**src/rtl/atan_arb_if.sv**
```systemverilog
// Handshake and data bundle between the requesters, the shared AtanPoly pipeline and the result sinks.
interface atan_arb_if #(
    parameter int unsigned W_IN  = 8,
    parameter int unsigned W_OUT = 16
);
    logic             req0_val;
    logic             req1_val;
    logic [W_IN-1:0]  req0_data;
    logic [W_IN-1:0]  req1_data;
    logic             req0_rdy;
    logic             req1_rdy;
    logic             ap_val_i;
    logic [W_IN-1:0]  ap_data_i;
    logic             ap_val_o;
    logic [W_OUT-1:0] ap_data_o;
    logic             res0_val;
    logic             res1_val;
    logic [W_OUT-1:0] res0_data;
    logic [W_OUT-1:0] res1_data;

    // Environment side: requesters, AtanPoly result port, result sinks.
    modport master (
        output req0_val, req1_val, req0_data, req1_data, ap_val_o, ap_data_o,
        input  req0_rdy, req1_rdy, ap_val_i, ap_data_i,
        input  res0_val, res1_val, res0_data, res1_data
    );

    // Arbiter side.
    modport slave (
        input  req0_val, req1_val, req0_data, req1_data, ap_val_o, ap_data_o,
        output req0_rdy, req1_rdy, ap_val_i, ap_data_i,
        output res0_val, res1_val, res0_data, res1_data
    );
endinterface

```
**src/rtl/atan_arb.sv**
```systemverilog
// Two-requester round-robin front end for a shared AtanPoly pipeline; a tag FIFO routes
// each in-order result back to the requester that issued its operand.
module atan_arb #(
    parameter int unsigned MAX_INFLIGHT = 16,
    parameter int unsigned W_IN         = 8,
    parameter int unsigned W_OUT        = 16
) (
    input  logic                          clk,
    input  logic                          rst,
    input  logic                          en,
    atan_arb_if.slave                     bus,
    output logic [$clog2(MAX_INFLIGHT):0] inflight,
    output logic                          busy,
    output logic                          err_unf
);
    localparam int unsigned AW = $clog2(MAX_INFLIGHT);
    localparam int unsigned CW = AW + 1;
    localparam logic [CW-1:0] FULL = CW'(MAX_INFLIGHT);

    typedef enum logic [1:0] {
        IDLE  = 2'd0,
        RUN   = 2'd1,
        DRAIN = 2'd2
    } state_t;

    state_t          state;
    state_t          state_nxt;
    logic            gnt_ok;
    logic            last_gnt;
    logic            sel;
    logic            rdy0;
    logic            rdy1;
    logic            push;
    logic            pop;
    logic            unf;
    logic            tag_rd;
    logic [W_IN-1:0] gnt_data;
    logic [AW-1:0]   wptr;
    logic [AW-1:0]   rptr;
    logic            tag_mem [MAX_INFLIGHT];

    always_ff @(posedge clk or posedge rst) begin
        if (rst) begin
            state <= IDLE;
        end else begin
            state <= state_nxt;
        end
    end

    // Grants are only issued while running with en held and pipeline credit left.
    always_comb begin
        state_nxt = state;
        gnt_ok    = 1'b0;
        case (state)
            IDLE: begin
                if (en) begin
                    state_nxt = RUN;
                end
            end
            RUN: begin
                gnt_ok = en && (inflight < FULL);
                if (!en) begin
                    state_nxt = (inflight == '0) ? IDLE : DRAIN;
                end
            end
            DRAIN: begin
                if (inflight == '0) begin
                    state_nxt = IDLE;
                end
            end
            default: state_nxt = IDLE;
        endcase
    end

    // On a tie the requester that did not win last time gets the slot.
    assign sel      = (bus.req0_val && bus.req1_val) ? ~last_gnt : bus.req1_val;
    assign rdy0     = gnt_ok && bus.req0_val && !sel;
    assign rdy1     = gnt_ok && bus.req1_val && sel;
    assign push     = rdy0 || rdy1;
    assign gnt_data = sel ? bus.req1_data : bus.req0_data;
    assign pop      = bus.ap_val_o && (inflight != '0);
    assign unf      = bus.ap_val_o && (inflight == '0);
    assign tag_rd   = tag_mem[rptr];

    assign bus.req0_rdy = rdy0;
    assign bus.req1_rdy = rdy1;

    always_ff @(posedge clk or posedge rst) begin
        if (rst) begin
            last_gnt      <= 1'b1;
            wptr          <= '0;
            rptr          <= '0;
            inflight      <= '0;
            busy          <= 1'b0;
            err_unf       <= 1'b0;
            bus.ap_val_i  <= 1'b0;
            bus.ap_data_i <= '0;
            bus.res0_val  <= 1'b0;
            bus.res1_val  <= 1'b0;
            bus.res0_data <= '0;
            bus.res1_data <= '0;
        end else begin
            busy         <= (state_nxt != IDLE);
            bus.ap_val_i <= push;
            bus.res0_val <= pop && !tag_rd;
            bus.res1_val <= pop && tag_rd;
            if (push) begin
                last_gnt      <= sel;
                wptr          <= wptr + AW'(1);
                bus.ap_data_i <= gnt_data;
            end
            if (pop) begin
                rptr <= rptr + AW'(1);
                if (tag_rd) begin
                    bus.res1_data <= W_OUT'(bus.ap_data_o);
                end else begin
                    bus.res0_data <= W_OUT'(bus.ap_data_o);
                end
            end
            if (push && !pop) begin
                inflight <= inflight + CW'(1);
            end else if (pop && !push) begin
                inflight <= inflight - CW'(1);
            end
            if (unf) begin
                err_unf <= 1'b1;
            end
        end
    end

    // Tag storage needs no reset: entries are only read behind the write pointer.
    always_ff @(posedge clk) begin
        if (push) begin
            tag_mem[wptr] <= sel;
        end
    end
endmodule

```
**src/flat_wrapper.sv**
```systemverilog
// flat-port wrapper written by rule: the top's interface ports become plain ports
module atan_arb_flat 
#(
    parameter int unsigned MAX_INFLIGHT = 16,
    parameter int unsigned W_IN         = 8,
    parameter int unsigned W_OUT        = 16
)
  (clk, rst, en, inflight, busy, err_unf, bus_req0_val, bus_req1_val, bus_req0_data, bus_req1_data, bus_ap_val_o, bus_ap_data_o, bus_req0_rdy, bus_req1_rdy, bus_ap_val_i, bus_ap_data_i, bus_res0_val, bus_res1_val, bus_res0_data, bus_res1_data);
  atan_arb_if #(.W_IN(W_IN), .W_OUT(W_OUT)) bus_i ();
  input  logic clk;
  input  logic rst;
  input  logic en;
  output logic [$clog2(MAX_INFLIGHT):0] inflight;
  output logic busy;
  output logic err_unf;
  input wire logic [$bits(bus_i.req0_val)-1:0] bus_req0_val;
  input wire logic [$bits(bus_i.req1_val)-1:0] bus_req1_val;
  input wire logic [$bits(bus_i.req0_data)-1:0] bus_req0_data;
  input wire logic [$bits(bus_i.req1_data)-1:0] bus_req1_data;
  input wire logic [$bits(bus_i.ap_val_o)-1:0] bus_ap_val_o;
  input wire logic [$bits(bus_i.ap_data_o)-1:0] bus_ap_data_o;
  output wire logic [$bits(bus_i.req0_rdy)-1:0] bus_req0_rdy;
  output wire logic [$bits(bus_i.req1_rdy)-1:0] bus_req1_rdy;
  output wire logic [$bits(bus_i.ap_val_i)-1:0] bus_ap_val_i;
  output wire logic [$bits(bus_i.ap_data_i)-1:0] bus_ap_data_i;
  output wire logic [$bits(bus_i.res0_val)-1:0] bus_res0_val;
  output wire logic [$bits(bus_i.res1_val)-1:0] bus_res1_val;
  output wire logic [$bits(bus_i.res0_data)-1:0] bus_res0_data;
  output wire logic [$bits(bus_i.res1_data)-1:0] bus_res1_data;
  assign bus_i.req0_val = bus_req0_val;
  assign bus_i.req1_val = bus_req1_val;
  assign bus_i.req0_data = bus_req0_data;
  assign bus_i.req1_data = bus_req1_data;
  assign bus_i.ap_val_o = bus_ap_val_o;
  assign bus_i.ap_data_o = bus_ap_data_o;
  assign bus_req0_rdy = bus_i.req0_rdy;
  assign bus_req1_rdy = bus_i.req1_rdy;
  assign bus_ap_val_i = bus_i.ap_val_i;
  assign bus_ap_data_i = bus_i.ap_data_i;
  assign bus_res0_val = bus_i.res0_val;
  assign bus_res1_val = bus_i.res1_val;
  assign bus_res0_data = bus_i.res0_data;
  assign bus_res1_data = bus_i.res1_data;
  atan_arb #(.MAX_INFLIGHT(MAX_INFLIGHT), .W_IN(W_IN), .W_OUT(W_OUT)) u_core (.clk(clk), .rst(rst), .en(en), .bus(bus_i), .inflight(inflight), .busy(busy), .err_unf(err_unf));
endmodule
```
**config.mk**
```make
export PLATFORM = sky130hd
export DESIGN_NAME = atan_arb_flat
export DESIGN_NICKNAME = d
export VERILOG_FILES = /design/src/rtl/atan_arb_if.sv /design/src/rtl/atan_arb.sv /design/src/flat_wrapper.sv
export SDC_FILE = /design/constraint.sdc
export NUM_CORES = 1
export LEC_CHECK = 0
export ABC_AREA = 0
export BUFFER_PORTS_ARGS = -buffer_cell sky130_fd_sc_hd__buf_2
export CORE_MARGIN = 8
export CORE_UTILIZATION = 25
export CTS_CLUSTER_DIAMETER = 40
export DETAILED_ROUTE_END_ITERATION = 7
export RECOVER_POWER = 25
export SLEW_MARGIN = 5
export SYNTH_ARGS = -nofsm -noshare
export SYNTH_HDL_FRONTEND = slang
export SYNTH_SLANG_ARGS = --single-unit
```
**constraint.sdc**
```tcl
create_clock -name clk -period 4.5 [get_ports clk]
set_clock_uncertainty 0.2 [all_clocks]
set_input_delay 0 -clock clk [delete_from_list [all_inputs] [get_ports clk]]
set_output_delay 0 -clock clk [all_outputs]
set_load 0.03 [all_outputs]
```
# == After elaboration in Yosys (flattened, before gate mapping) ==
# Memory sizes are Yosys's and may differ from the RTL's.
# Cells that the tools add are included.
# op_classes
addsub,4
magnitude_cmp,1
n_eq_ne,2
muxes,12
n_bitwise,2
n_reduce_logical,24
# ops
cell,n
1-bit logical AND,12
5-bit 2-to-1 mux,2
"4-bit by 1-bit adder with 4-bit output, second input constant",2
2-bit 2-to-1 mux,4
8-bit 2-to-1 mux,1
2-bit one-hot mux with 3 select lines,1
"5-bit by 1-bit adder with 5-bit output, second input constant",1
5-bit zero test,1
"5-bit < comparator, second input constant",1
5-bit nonzero test,1
"5-bit by 1-bit subtractor with 5-bit output, second input constant",1
1-bit zero test,4
1-bit 2-to-1 mux,4
2-bit AND reduction,2
2-bit nonzero test,2
"2-bit by 1-bit == test with 1-bit output, second input constant",1
"2-bit == test, second input constant",1
2-bit zero test,1
1-bit NOT,2
1-bit logical OR,1
# word_totals
ff_bits,61
mem_bits_rw,16
inputBits,38
out_inout_bits,52
elab_cells,59
n_memories,1
# mem_list
memory,words,width,read_ports,rd_clocked_by_memory_dff,wr,line,text
u_core.tag_mem,16,1,1,0,1,atan_arb.sv:40,logic tag_mem [MAX_INFLIGHT];

# == Depth between registers and ports, before layout ==
# Gate-level depths: netlist of run 1.
# depth
ltp_word,10
depth_mapped,12
depth_no_buf,12

# == Least setup slack after synthesis of run 1 ==
# Ideal clock, no wire load.
# synth_timing
path_kind,register to register
startpoint,reg u_core.inflight[4]
endpoint,reg u_core.inflight[4]
setup_time_ns,0.137
arrival_time_ns,2.834
setup_slack_ns,1.329
path_stages_with_launch,12
path_buffers,1
period_less_slack_ns,3.171
cell_sequence,dfrtp_1 -> nor3b_1 -> o21a_1 -> clkbuf_1 -> ha_1 -> inv_1 -> fa_1 -> a21o_1 -> a21oi_1 -> xnor2_1 -> nor2_1 -> xor2_1
# synth_between
elab_chain_len,9
elab_cells_between_ends,19
# synth_rtl
element,line,text
from (decl),atan_arb.sv:12,"output logic [$clog2(MAX_INFLIGHT):0] inflight,"
from (signal assigned),atan_arb.sv:121,inflight <= inflight + CW'(1);
from (signal assigned),atan_arb.sv:123,inflight <= inflight - CW'(1);
5-bit < comparator (*),atan_arb.sv:61,gnt_ok = en && (inflight < FULL);
1-bit logical AND (*),atan_arb.sv:61,
1-bit 2-to-1 mux (*),atan_arb.sv:54,case (state)
"1-bit logical AND, on equally long branches (2 in a row)","atan_arb.sv:77, atan_arb.sv:78",
1-bit logical OR (*),atan_arb.sv:79,assign push = rdy0 || rdy1;
net u_core.push,atan_arb.sv:33,logic push;
1-bit zero test,atan_arb.sv:122,end else if (pop && !push) begin
1-bit logical AND,atan_arb.sv:122,
2-bit nonzero test (no line),-,
# The timed path passes the listed nets; every way through them passes the cells marked *. The select of a mux whose other input is x is not followed.
# A chain may end at the register's enable or synchronous reset.

# == Final worst setup path of run 1 ==
# layout_timing
startpoint,reg u_core.rptr[0]
endpoint,reg u_core.bus.res1_data[8]
# layout_between
elab_chain_len,2
# layout_rtl
element,line,text
from (decl),atan_arb.sv:39,logic [AW-1:0] rptr;
from (signal assigned),atan_arb.sv:113,rptr <= rptr + AW'(1);
memory read 16 x 1 bit,-,
2-bit AND reduction (no line),-,
to (signal assigned),atan_arb.sv:115,bus.res1_data <= W_OUT'(bus.ap_data_o);
to (decl),atan_arb_if.sv:32,"output res0_val, res1_val, res0_data, res1_data"
# No other way between the ends.

==> qor.txt, run 1 <==
Final min period: 3.26 ns
Setup ws final: 1.24 ns
Die Span Y: 132 um
GRT Resource Usage Total: 0.0907
Top cells by area, synth: dfrtp_1 (45%), edfxtp_1 (14%), mux2_2 (7.7%)
Sinks on Clock Net: 77
Initial antenna violation count: 0
Async SR Flop Fraction: 0.792
Grt ovf: 0
Comb power frac: 0.420
DP HPWL: 5.11 mm
Die area: 0.0174 mm2
Via count: 2301
Pleak: 1.98 nW
Slew Viols, Final: 62
Worst setup EP type: flop
Startpoint Class: flop
Unique masters post-synth: 36
CP Data Arrival Time: 3.27 ns
Synthesized Nets: 293
TritonCTS clock tree: done
Nets: 423
Sequential share of power: 0.345
RSZ-0062 raised after global routing: false
Failing checks: capacitance limit, slew limit
Clock Tree Buf Depth: 2
Top cell type's share of synthesized area: 0.448
Number of antenna-violating nets in the routed design: 0
Final core occ: 0.350
Post-Syn Area: 0.00335 mm2
Fin cells: 556
Top-count cell post-synth: dfrtp_1
#FFs+latches synth: 77
First-pass GRT wire length: 12.7 mm
Psw: 1.39 mW
Worst-margin pin slew: 1.53 ns
Placed instance count: 503
H-tree Lvls: 3
Slew margin rel.: -0.0175
Root Buffer: clkbuf_16
Final Cycle Share: 0.724
Synth Flop Type: dfrtp_1
Die X: 132 um
Sw frac: 0.395
Internal power: 2.14 mW
Dpl cell area: 0.00397 mm2
# diodes: 0
PwrDens: 764 mW/mm2
Critical path class: flop to flop
Resized cells post-CTS: 0
Port-buffer cells: 89
TritonCTS Buffers: 9
Sequential Area: 0.00201 mm2
Sequential share of the synthesized area: 0.600
Area leader, netlist: dfrtp_1
Area Overhead vs Synth: 38.0%
Setup TNS: 0 ns
Final WL: 7.65 mm
Post-synth EDFFs: 16
Max cap viols: 1
# fillers: 1327
Initial Util: 0.254
Setup-failing EPs final: 0
Non-Filler Cell Area, Final: 0.00462 mm2
Worst Hold Class: input port to flop
Maximum ir drop on the vdd rail: 0.000309 V
Top post-synthesis cells by count: dfrtp_1 (60), nor2_1 (24), mux2_2 (23)
Worst-path clk slew: 0.06 ns
Final hold violations: 0
Clock power frac: 0.235
Status: complete, but fails checks
Maximum clock frequency: 307 MHz
Syn avg cell area: 13.7 um2
Share of cells above drive strength 1: 0.263
Critical path peak fanout: 17
Synth Instances: 245
Drt first pass iters: 4
Vias per std cell: 4.14
Number of remaining DRC errors: 0
Initial DRC Count: 58
Multi-input combinational cell area: 0.00124 mm2
Dpl ws: 1.22 ns
IO Pins: 90
WL/cell: 13.8 um
Cell Rows: 42
PnR Total Power: 3.53 mW
Number of global-route vias before repair: 2527
Clk_lat worst skew: 0.33 ns
Hold_ws: 0.0764 ns
WP data required: 4.51 ns
GP Congestion: 0.754
Largest net degree at the start of global routing: 62
Core ar.: 0.0132 mm2
Synth warnings: 0
-- area by class of cell --
type | count | share of cell area
sequential | 77 | 0.434
clock inverter | 5 | 0.0233
tap | 176 | 0.0476
multi-input combinational | 150 | 0.268
timing repair buffer | 129 | 0.168
clock buffer | 11 | 0.0525
inverter | 8 | 0.00650
-- path summary, 6_finish.rpt --
path,start,end,slack (ns),cells past startpoint
worst max-delay path,u_core.rptr[0]$_DFFE_PP0P_,u_core.bus.res1_data[8]$_DFFE_PP0P_,1.24,5
worst min-delay path,bus_req1_val,u_core.bus.ap_val_i$_DFF_PP0_,0.08,3
worst max register to register,u_core.rptr[0]$_DFFE_PP0P_,u_core.bus.res1_data[8]$_DFFE_PP0P_,1.24,5
worst min register to register,u_core.err_unf$_DFFE_PP0P_,u_core.err_unf$_DFFE_PP0P_,0.28,1
max in group asynchronous,rst,u_core.wptr[2]$_DFFE_PP0P_,2.63,4
min in group asynchronous,rst,u_core.bus.res0_data[2]$_DFFE_PP0P_,0.52,4
-- timing repair --
action | CTS | global route
hold buffers | 37 | 0
hold endpoints to repair | 107 | 0
setup buffers | 0 | 0
-- sequential cells by signal, summed over array words and instances, names as in the netlist --
signal / count
u_core.bus.ap_val_i: 1
u_core.state: 2
u_core.wptr: 4
u_core.inflight: 5
u_core.bus.res0_val: 1
u_core.rptr: 4
u_core.tag_mem: 16
u_core.bus.res0_data: 16
u_core.busy: 1
u_core.last_gnt: 1
u_core.bus.res1_val: 1
u_core.err_unf: 1
u_core.bus.res1_data: 16
u_core.bus.ap_data_i: 8
-- worst max-delay path: stages, from the launching register on --
cell,delay (ns)
dfrtp_1,0.58
mux4_1,0.61
o22a_1,0.22
a32oi_2,0.24
nand2b_1,0.87
mux2_2,0.42
-- cell families after synthesis --
kind of cell | after synthesis | share of synthesized area
mux | 47 | 0.176
xor+xnor | 11 | 0.0288
fa+ha+maj | 10 | 0.0396
flops | 77 | 0.600
compound gates | 25 | 0.0471
buf+inv | 18 | 0.0318
simple gates | 57 | 0.0777
-- metal layers --
metal | GRT usage | routed length (um) | vias up
met5 | 0 | 0 | -
met1 | 0.103 | 3360 | 1103
met4 | 0.0268 | 63 | 0
li1 | - | - | 1112
met3 | 0.0431 | 580 | 6
met2 | 0.149 | 3640 | 80
-- placed cells by master, fill, tap and decap left out, types with 3 or more instances in the layout --
master / instances
dfrtp_1: 60
clkbuf_1: 50
buf_2: 40
dlygate4sd3_1: 37
nor2_1: 24
mux2_2: 23
edfxtp_1: 16
nand2_1: 15
a21oi_1: 13
mux2_4: 12
mux2i_1: 10
xnor2_1: 9
ha_1: 9
clkbuf_16: 9
inv_1: 7
nor3_1: 5
nor2b_1: 3
nand2b_1: 3
a21o_1: 3
o21ai_0: 3
bufinv_16: 3
-- power groups by stage --
stage	Combinational, mW	Sequential, mW	Clock (mW)
5_1_grt	1.61	1.26	0.889
2_1_floorplan	0.742	1.61	0
6_report	1.48	1.22	0.831
3_3_place_gp	1.50	1.21	0
3_5_place_dp	1.52	1.22	0
4_1_cts	1.57	1.21	0.862
(Power assumes the default switching activity.)
==> run 2: changes to the inputs <==
- ABC_AREA: 0 -> 1
- clock period: 4.5 -> 3 ns (I/O delays scaled with it)
==> run 2 against run 1 <==
The flow now finishes without violations. Clock power up 44%. Highest routed layer unchanged. Combinational power up 66%. Largest power group unchanged. Non-clock buffer count up 3. Hold slack better by 0.18 ns. Sequential cell count unchanged. Cell area up 5.7%. Via count up 31%. Register-to-register slack worse by 0.88 ns. Setup slack worse by 0.88 ns. Sequential share of layout area down 2.3 points. Total power up 55%.
==> qor.txt, run 2 <==
Status: completed (was complete, but fails checks)
Beginning of the critical path: u_core.state[1]$_DFF_PP0_ (was u_core.rptr[0]$_DFFE_PP0P_)
IO Pins: 90 (unchanged)
Synthesized Nets: 425 (was 293)
Die Span Y: 136 um (was 132 um)
Fin cells: 698 (was 556)
Maximum ir drop on the vdd rail: 0.000506 V (was 0.000309 V)
Slew margin rel.: 0.0737 (was -0.0175)
Share of cells above drive strength 1: 0.175 (was 0.263)
Placed instance count: 642 (was 503)
PwrDens: 1120 mW/mm2 (was 764 mW/mm2)
Top-count cell post-synth: nand2_1 (was dfrtp_1)
Synth warnings: 0 (unchanged)
Async SR Flop Fraction: 0.792 (unchanged)
TritonCTS clock tree: done (unchanged)
Drt first pass iters: 4 (unchanged)
Final min period: 2.64 ns (was 3.26 ns)
Setup-failing EPs final: 0 (unchanged)
Critical path peak fanout: 10 (was 17)
RSZ-0062 raised after global routing: false (unchanged)
Initial antenna violation count: 0 (unchanged)
# fillers: 1449 (was 1327)
Nets: 557 (was 423)
Post-synth EDFFs: 16 (unchanged)
First-pass GRT wire length: 14.8 mm (was 12.7 mm)
Most common cell after layout, fill and taps aside: nand2_1 (was dfrtp_1)
WP data required: 3.07 ns (was 4.51 ns)
Area leader, netlist: dfrtp_1 (unchanged)
CP Data Arrival Time: 2.71 ns (was 3.27 ns)
Initial DRC Count: 164 (was 58)
Max cap viols: 0 (was 1)
Worst Hold Class: flop to flop (was input port to flop)
Maximum clock frequency: 378 MHz (was 307 MHz)
Area Overhead vs Synth: 36.0% (was 38.0%)
Port-buffer cells: 89 (unchanged)
R2r worst-path depth: 13 (was 5)
Largest regs: u_core.bus.res0_data: 16 flops, u_core.bus.res1_data: 16 flops, u_core.tag_mem: 16 flops (unchanged)
Critical path class: flop to flop (unchanged)
Synth Instances: 377 (was 245)
Via count: 3023 (was 2301)
Initial Util: 0.252 (was 0.254)
Startpoint Class: flop (unchanged)
Cell Rows: 44 (was 42)
WL/cell: 12.8 um (was 13.8 um)
Core ar.: 0.0143 mm2 (was 0.0132 mm2)
Top cells by area, synth: dfrtp_1 (42%), edfxtp_1 (13%), nand2_1 (11%) (was dfrtp_1 (45%), edfxtp_1 (14%), mux2_2 (7.7%))
Number of global-route vias before repair: 3086 (was 2527)
R2R Setup Slk: 0.36 ns (was 1.24 ns)
Final Cycle Share: 0.881 (was 0.724)
Unique masters post-synth: 34 (was 36)
Final core occ: 0.343 (was 0.350)
Pleak: 2.35 nW (was 1.98 nW)
Most frequent cells in the layout: nand2_1 (110), dfrtp_1 (60), clkbuf_1 (48) (was dfrtp_1 (60), clkbuf_1 (50), buf_2 (40))
Setup crit end: u_core.inflight[4]$_DFFE_PP0P_ (was u_core.bus.res1_data[8]$_DFFE_PP0P_)
Slew Viols, Final: 0 (was 62)
# diodes: 0 (unchanged)
Hold_sp: u_core.state[1]$_DFF_PP0_ (was bus_req1_val)
Setup TNS: 0 ns (unchanged)
#FFs+latches synth: 77 (unchanged)
Worst-path clk slew: 0.06 ns (about the same)
Final hold violations: 0 (unchanged)
Largest net degree at the start of global routing: 38 (was 62)
R2r startpoint: u_core.state[1]$_DFF_PP0_ (was u_core.rptr[0]$_DFFE_PP0P_)
Final WL: 8.91 mm (was 7.65 mm)
Post-Syn Area: 0.00359 mm2 (was 0.00335 mm2)
Sequential share of the synthesized area: 0.559 (was 0.600)
Clock Tree Buf Depth: 2 (unchanged)
DP HPWL: 6.32 mm (was 5.11 mm)
Sinks on Clock Net: 77 (unchanged)
Grt ovf: 0 (unchanged)
Die X: 136 um (was 132 um)
Vias per std cell: 4.33 (was 4.14)
Root Buffer: clkbuf_16 (unchanged)
Synth Flop Type: dfrtp_1 (unchanged)
Number of antenna-violating nets in the routed design: 0 (unchanged)
H-tree Lvls: 3 (unchanged)
Top cell type's share of synthesized area: 0.418 (was 0.448)
Worst R2R End: u_core.inflight[4]$_DFFE_PP0P_ (was u_core.bus.res1_data[8]$_DFFE_PP0P_)
TritonCTS Buffers: 9 (unchanged)
Number of remaining DRC errors: 0 (unchanged)
GRT Resource Usage Total: 0.0978 (was 0.0907)
Worst-margin pin slew: 1.39 ns (was 1.53 ns)
Worst setup EP type: flop (unchanged)
Die area: 0.0185 mm2 (was 0.0174 mm2)
Hold_ws: 0.257 ns (was 0.0764 ns)
Clk_lat worst skew: 0.34 ns (was 0.33 ns)
GP Congestion: 0.769 (was 0.754)
Dpl ws: 0.268 ns (was 1.22 ns)
Syn avg cell area: 9.53 um2 (was 13.7 um2)
Top post-synthesis cells by count: nand2_1 (110), dfrtp_1 (60), nor2_1 (38) (was dfrtp_1 (60), nor2_1 (24), mux2_2 (23))
Setup ws final: 0.357 ns (was 1.24 ns)
## run 2: changes by cell type in the layout (fill, tap and decap cells not counted), moves of 10 or more
| cell | before | now |
|---|---|---|
| nand2_1 | 15 | 110 |
| inv_1 | 7 | 32 |
| nand2_2 | 0 | 13 |
| nand3_1 | 0 | 25 |
| nor2_1 | 24 | 38 |
| nand4_1 | 2 | 16 |
| a21oi_1 | 13 | 1 |
| mux2i_1 | 10 | 0 |
| mux2_4 | 12 | 0 |
| mux2_2 | 23 | 0 |
## run 2: worst min-delay path by stage
stage / end / slack, ns / cells past startpoint
final: u_core.state[0]$_DFF_PP0_ / 0.26 / 1
after global routing: u_core.bus.res1_data[11]$_DFFE_PP0P_ / 0.27 / 4
after CTS: u_core.bus.ap_val_i$_DFF_PP0_ / 0.006 / 5
after detailed placement: u_core.bus.res0_data[14]$_DFFE_PP0P_ / 0.0005 / 2
after global placement: u_core.bus.ap_data_i[3]$_DFFE_PP0P_ / -0.009 / 2
after floorplan: u_core.err_unf$_DFFE_PP0P_ / -0.06 / 2
## run 2: worst max-delay path, stage by stage (launching register included)
cell,delay (ns)
dfrtp_1,0.39
or2_1,0.28
nor3_4,0.21
o21ai_4,0.13
inv_4,0.12
ha_1,0.19
inv_1,0.10
fa_1,0.39
nand2_1,0.09
nand2_1,0.05
a21oi_1,0.15
xor2_1,0.16
nand2_1,0.06
nand2_1,0.05
## run 2: per-stage QoR
stage | instance area, um2 | power (mW)
3_3_place_gp | 4210 | 4.19
4_1_cts | 4930 | 5.60
3_5_place_dp | 4210 | 4.26
2_1_floorplan | 3590 | 3.61
5_1_grt | 4880 | 5.87
6_report | 4880 | 5.46
## run 2: timing repair
action | 4_1_cts | 5_1_grt
endpoints found under the setup margin | 0 | 1
hold buffers | 38 | 1
hold endpoints to repair | 83 | 1
gates resized for setup | 0 | 0
setup buffers | 0 | 1
## run 2: layer usage
layer / global-route usage / up-vias / wire length, um
met1: 0.121 / 1429 / 4030
li1: - / 1481 / -
met4: 0.0323 / 0 / 82
met5: 0 / - / 0
met3: 0.0407 / 11 / 903
met2: 0.151 / 102 / 3890
## run 2: cells by family (layout without fill, tap and decap cells)
group | count (synthesis) | after routing | synth area share
buffers and inverters | 47 | 184 | 0.0631
AND/OR/NAND/NOR | 215 | 215 | 0.282
AO/OA/AOI/OAI | 19 | 19 | 0.0373
flip-flops | 77 | 77 | 0.559
adder cells (fa/ha/maj) | 10 | 10 | 0.0369
XOR/XNOR | 9 | 9 | 0.0220
## run 2: final cells by class
type,count,area (um2),area share
multi-input cells,253,1360,0.278
clock inverters,5,81.3,0.0166
inverters,36,148,0.0302
clock buffers,11,254,0.0520
well taps,184,230,0.0471
repair buffers,132,807,0.165
flip-flops and latches,77,2010,0.411
## run 2: power by group
group	total (mW)	internal, mW	switching (mW)
sequential	1.80	1.48	0.317
combinational	2.46	0.716	1.75
clock	1.20	0.779	0.420
==> run 3: changes to the inputs <==
- CORE_UTILIZATION: 25 -> 53
- PLACE_DENSITY: default -> 0.82
- RECOVER_POWER: 25 -> 50
==> run 3 against run 2 <==
First-iteration DRC count decreased by 33%. Total power is 6.9% lower. Sequential cell count stayed put. Non-clock buffer count shrank 4. Maximum frequency down 2.4%. Critical endpoint is now u_core.inflight[3]$_DFFE_PP0P_. Highest routed layer unchanged.
==> qor.txt, run 3 (synthesized netlist as in run 2, its figures left out) <==
Grt ovf: 0 (unchanged)
Hold_ws: 0.0761 ns (was 0.257 ns)
Slew margin rel.: 0.0233 (was 0.0737)
Initial DRC Count: 110 (was 164)
# diodes: 0 (unchanged)
Worst-path clk slew: 0.07 ns (was 0.06 ns)
Dpl cell area: 0.00407 mm2 (was 0.00421 mm2)
Via count: 2971 (was 3023)
Pleak: 2.26 nW (was 2.35 nW)
Critical path peak fanout: 27 (was 10)
Final WL: 8.70 mm (was 8.91 mm)
PwrDens: 1110 mW/mm2 (was 1120 mW/mm2)
Clock Tree Buf Depth: 2 (unchanged)
Largest regs: u_core.bus.res0_data: 16 flops, u_core.bus.res1_data: 16 flops, u_core.tag_mem: 16 flops (unchanged)
Initial Util: 0.537 (was 0.252)
TritonCTS Buffers: 9 (unchanged)
Worst path top cell family by delay: compound AO/OA/AOI/OAI gates (was simple AND/OR/NAND/NOR gates)
Status: completed (unchanged)
RSZ-0062 raised after global routing: false (unchanged)
Root Buffer: clkbuf_8 (was clkbuf_16)
Critical path class: flop to flop (unchanged)
Nets: 553 (was 557)
Final hold violations: 0 (unchanged)
Die X: 98.3 um (was 136 um)
H-tree Lvls: 3 (unchanged)
Maximum ir drop on the vdd rail: 0.000721 V (was 0.000506 V)
Drt first pass iters: 4 (unchanged)
Maximum clock frequency: 369 MHz (was 378 MHz)
Critical path, cell by cell: nand2_1 > nand2_2 > inv_4 > o21ai_4 > inv_4 > ha_1 > inv_1 > ha_1 > nand2_1 > inv_1 > o21ai_0 > nand3_1 > a31oi_1 (was or2_1 > nor3_4 > o21ai_4 > inv_4 > ha_1 > inv_1 > fa_1 > nand2_1 > nand2_1 > a21oi_1 > xor2_1 > nand2_1 > nand2_1)
Final Cycle Share: 0.903 (was 0.881)
Die Span Y: 98.3 um (was 136 um)
Largest net degree at the start of global routing: 62 (was 38)
PnR Total Power: 5.08 mW (was 5.46 mW)
TritonCTS clock tree: done (unchanged)
DP HPWL: 5.60 mm (was 6.32 mm)
WL/cell: 14.8 um (was 12.8 um)
Sinks on Clock Net: 77 (unchanged)
First-pass GRT wire length: 14.2 mm (was 14.8 mm)
Clk_lat worst skew: 0.35 ns (was 0.34 ns)
Number of global-route vias before repair: 2953 (was 3086)
Worst Hold Class: input port to flop (was flop to flop)
Worst-margin pin slew: 1.47 ns (was 1.39 ns)
Cell Rows: 30 (was 44)
Setup-failing EPs final: 0 (unchanged)
Setup TNS: 0 ns (unchanged)
Most frequent cells in the layout: nand2_1 (110), dfrtp_1 (60), clkbuf_1 (50) (was nand2_1 (110), dfrtp_1 (60), clkbuf_1 (48))
Vias per std cell: 5.04 (was 4.33)
Number of antenna-violating nets in the routed design: 0 (unchanged)
Port-buffer cells: 89 (unchanged)
Startpoint Class: flop (unchanged)
GP Congestion: 0.826 (was 0.769)
Final min period: 2.71 ns (was 2.64 ns)
Share of cells above drive strength 1: 0.169 (was 0.175)
Setup Fix Bufs, Post-CTS: 0 (unchanged)
GRT Resource Usage Total: 0.182 (was 0.0978)
Slew Viols, Final: 0 (unchanged)
Slowest stage delay, CP: 0.53 ns (was 0.39 ns)
Die area: 0.00966 mm2 (was 0.0185 mm2)
IO Pins: 90 (unchanged)
Core ar.: 0.00668 mm2 (was 0.0143 mm2)
Buf+Inv Stages, Crit Path: 4 (was 2)
Number of remaining DRC errors: 0 (unchanged)
Initial antenna violation count: 0 (unchanged)
CP Data Arrival Time: 2.78 ns (was 2.71 ns)
WP data required: 3.07 ns (about the same)
Area Overhead vs Synth: 27.8% (was 36.0%)
Most common cell after layout, fill and taps aside: nand2_1 (unchanged)
# fillers: 499 (was 1449)
Worst setup EP type: flop (unchanged)
Max cap viols: 0 (unchanged)
Final core occ: 0.687 (was 0.343)
Non-Filler Cell Area, Final: 0.00459 mm2 (was 0.00488 mm2)
CP max stage cell: dfstp_2 (was dfrtp_1)
## run 3: cell count changes in the layout (fill, tap and decap cells not counted), moves of 2 or more
cell,before,now
inv_4,2,4
buf_4,4,1
buf_2,42,40
dlygate4sd3_1,39,37
clkbuf_16,10,1
clkbuf_8,0,9
clkbuf_1,48,50
## run 3: final timing paths
check | slack, ns | cells past startpoint | endpoint | start
max | 0.29 | 13 | u_core.inflight[3]$_DFFE_PP0P_ | u_core.last_gnt$_DFFE_PP1P_
min | 0.08 | 5 | u_core.last_gnt$_DFFE_PP1P_ | bus_req1_val
max reg2reg | 0.29 | 13 | u_core.inflight[3]$_DFFE_PP0P_ | u_core.last_gnt$_DFFE_PP1P_
min reg2reg | 0.28 | 2 | u_core.bus.res0_data[0]$_DFFE_PP0P_ | u_core.bus.res0_data[0]$_DFFE_PP0P_
max in group asynchronous | 1.22 | 4 | u_core.bus.res1_data[3]$_DFFE_PP0P_ | rst
min in group asynchronous | 0.51 | 4 | u_core.bus.ap_data_i[1]$_DFFE_PP0P_ | rst
## run 3: per-stage QoR
stage	worst slack, ns	cells
finish	0.291	590
global route	0.0871	590
CTS	0.260	590
detailed placement	0.286	537
global placement	0.412	537
floorplan	0.525	377
## run 3: area by class of cell
cell class	count	area, um2	share of cell area
inverter	36	150	0.0327
tap	80	100	0.0218
timing repair buffer	128	767	0.167
clock buffer	11	153	0.0333
clock inverter	5	56.3	0.0123
sequential	77	2010	0.437
multi-input combinational	253	1360	0.295
## run 3: worst min-delay path, delay by kind of cell
kind / cells / cell delay [ns]
simple gates: 3 / 0.37
buf+inv: 2 / 0.25
## run 3: where the power goes
| part | switching, mW | internal (mW) | total [mW] |
|---|---|---|---|
| clock network | 0.374 | 0.434 | 0.808 |
| registers | 0.314 | 1.48 | 1.79 |
| logic | 1.77 | 0.711 | 2.48 |
## run 3: per-layer routing
layer  routed length, um  share of wire  global-route usage  vias to the layer above
li1                    -              -                   -                     1474
met1                3540           0.41               0.207                     1383
met2                4300           0.49               0.302                       95
met3                 651          0.075              0.0718                       19
met4                 210          0.024              0.0661                        0
met5                   0              0                   0                        -
## run 3: timing repair
item	in CTS	in global routing
hold buffers	37	0
endpoints found under the hold margin	111	0
resized for setup	0	2
endpoints found under the setup margin	0	1
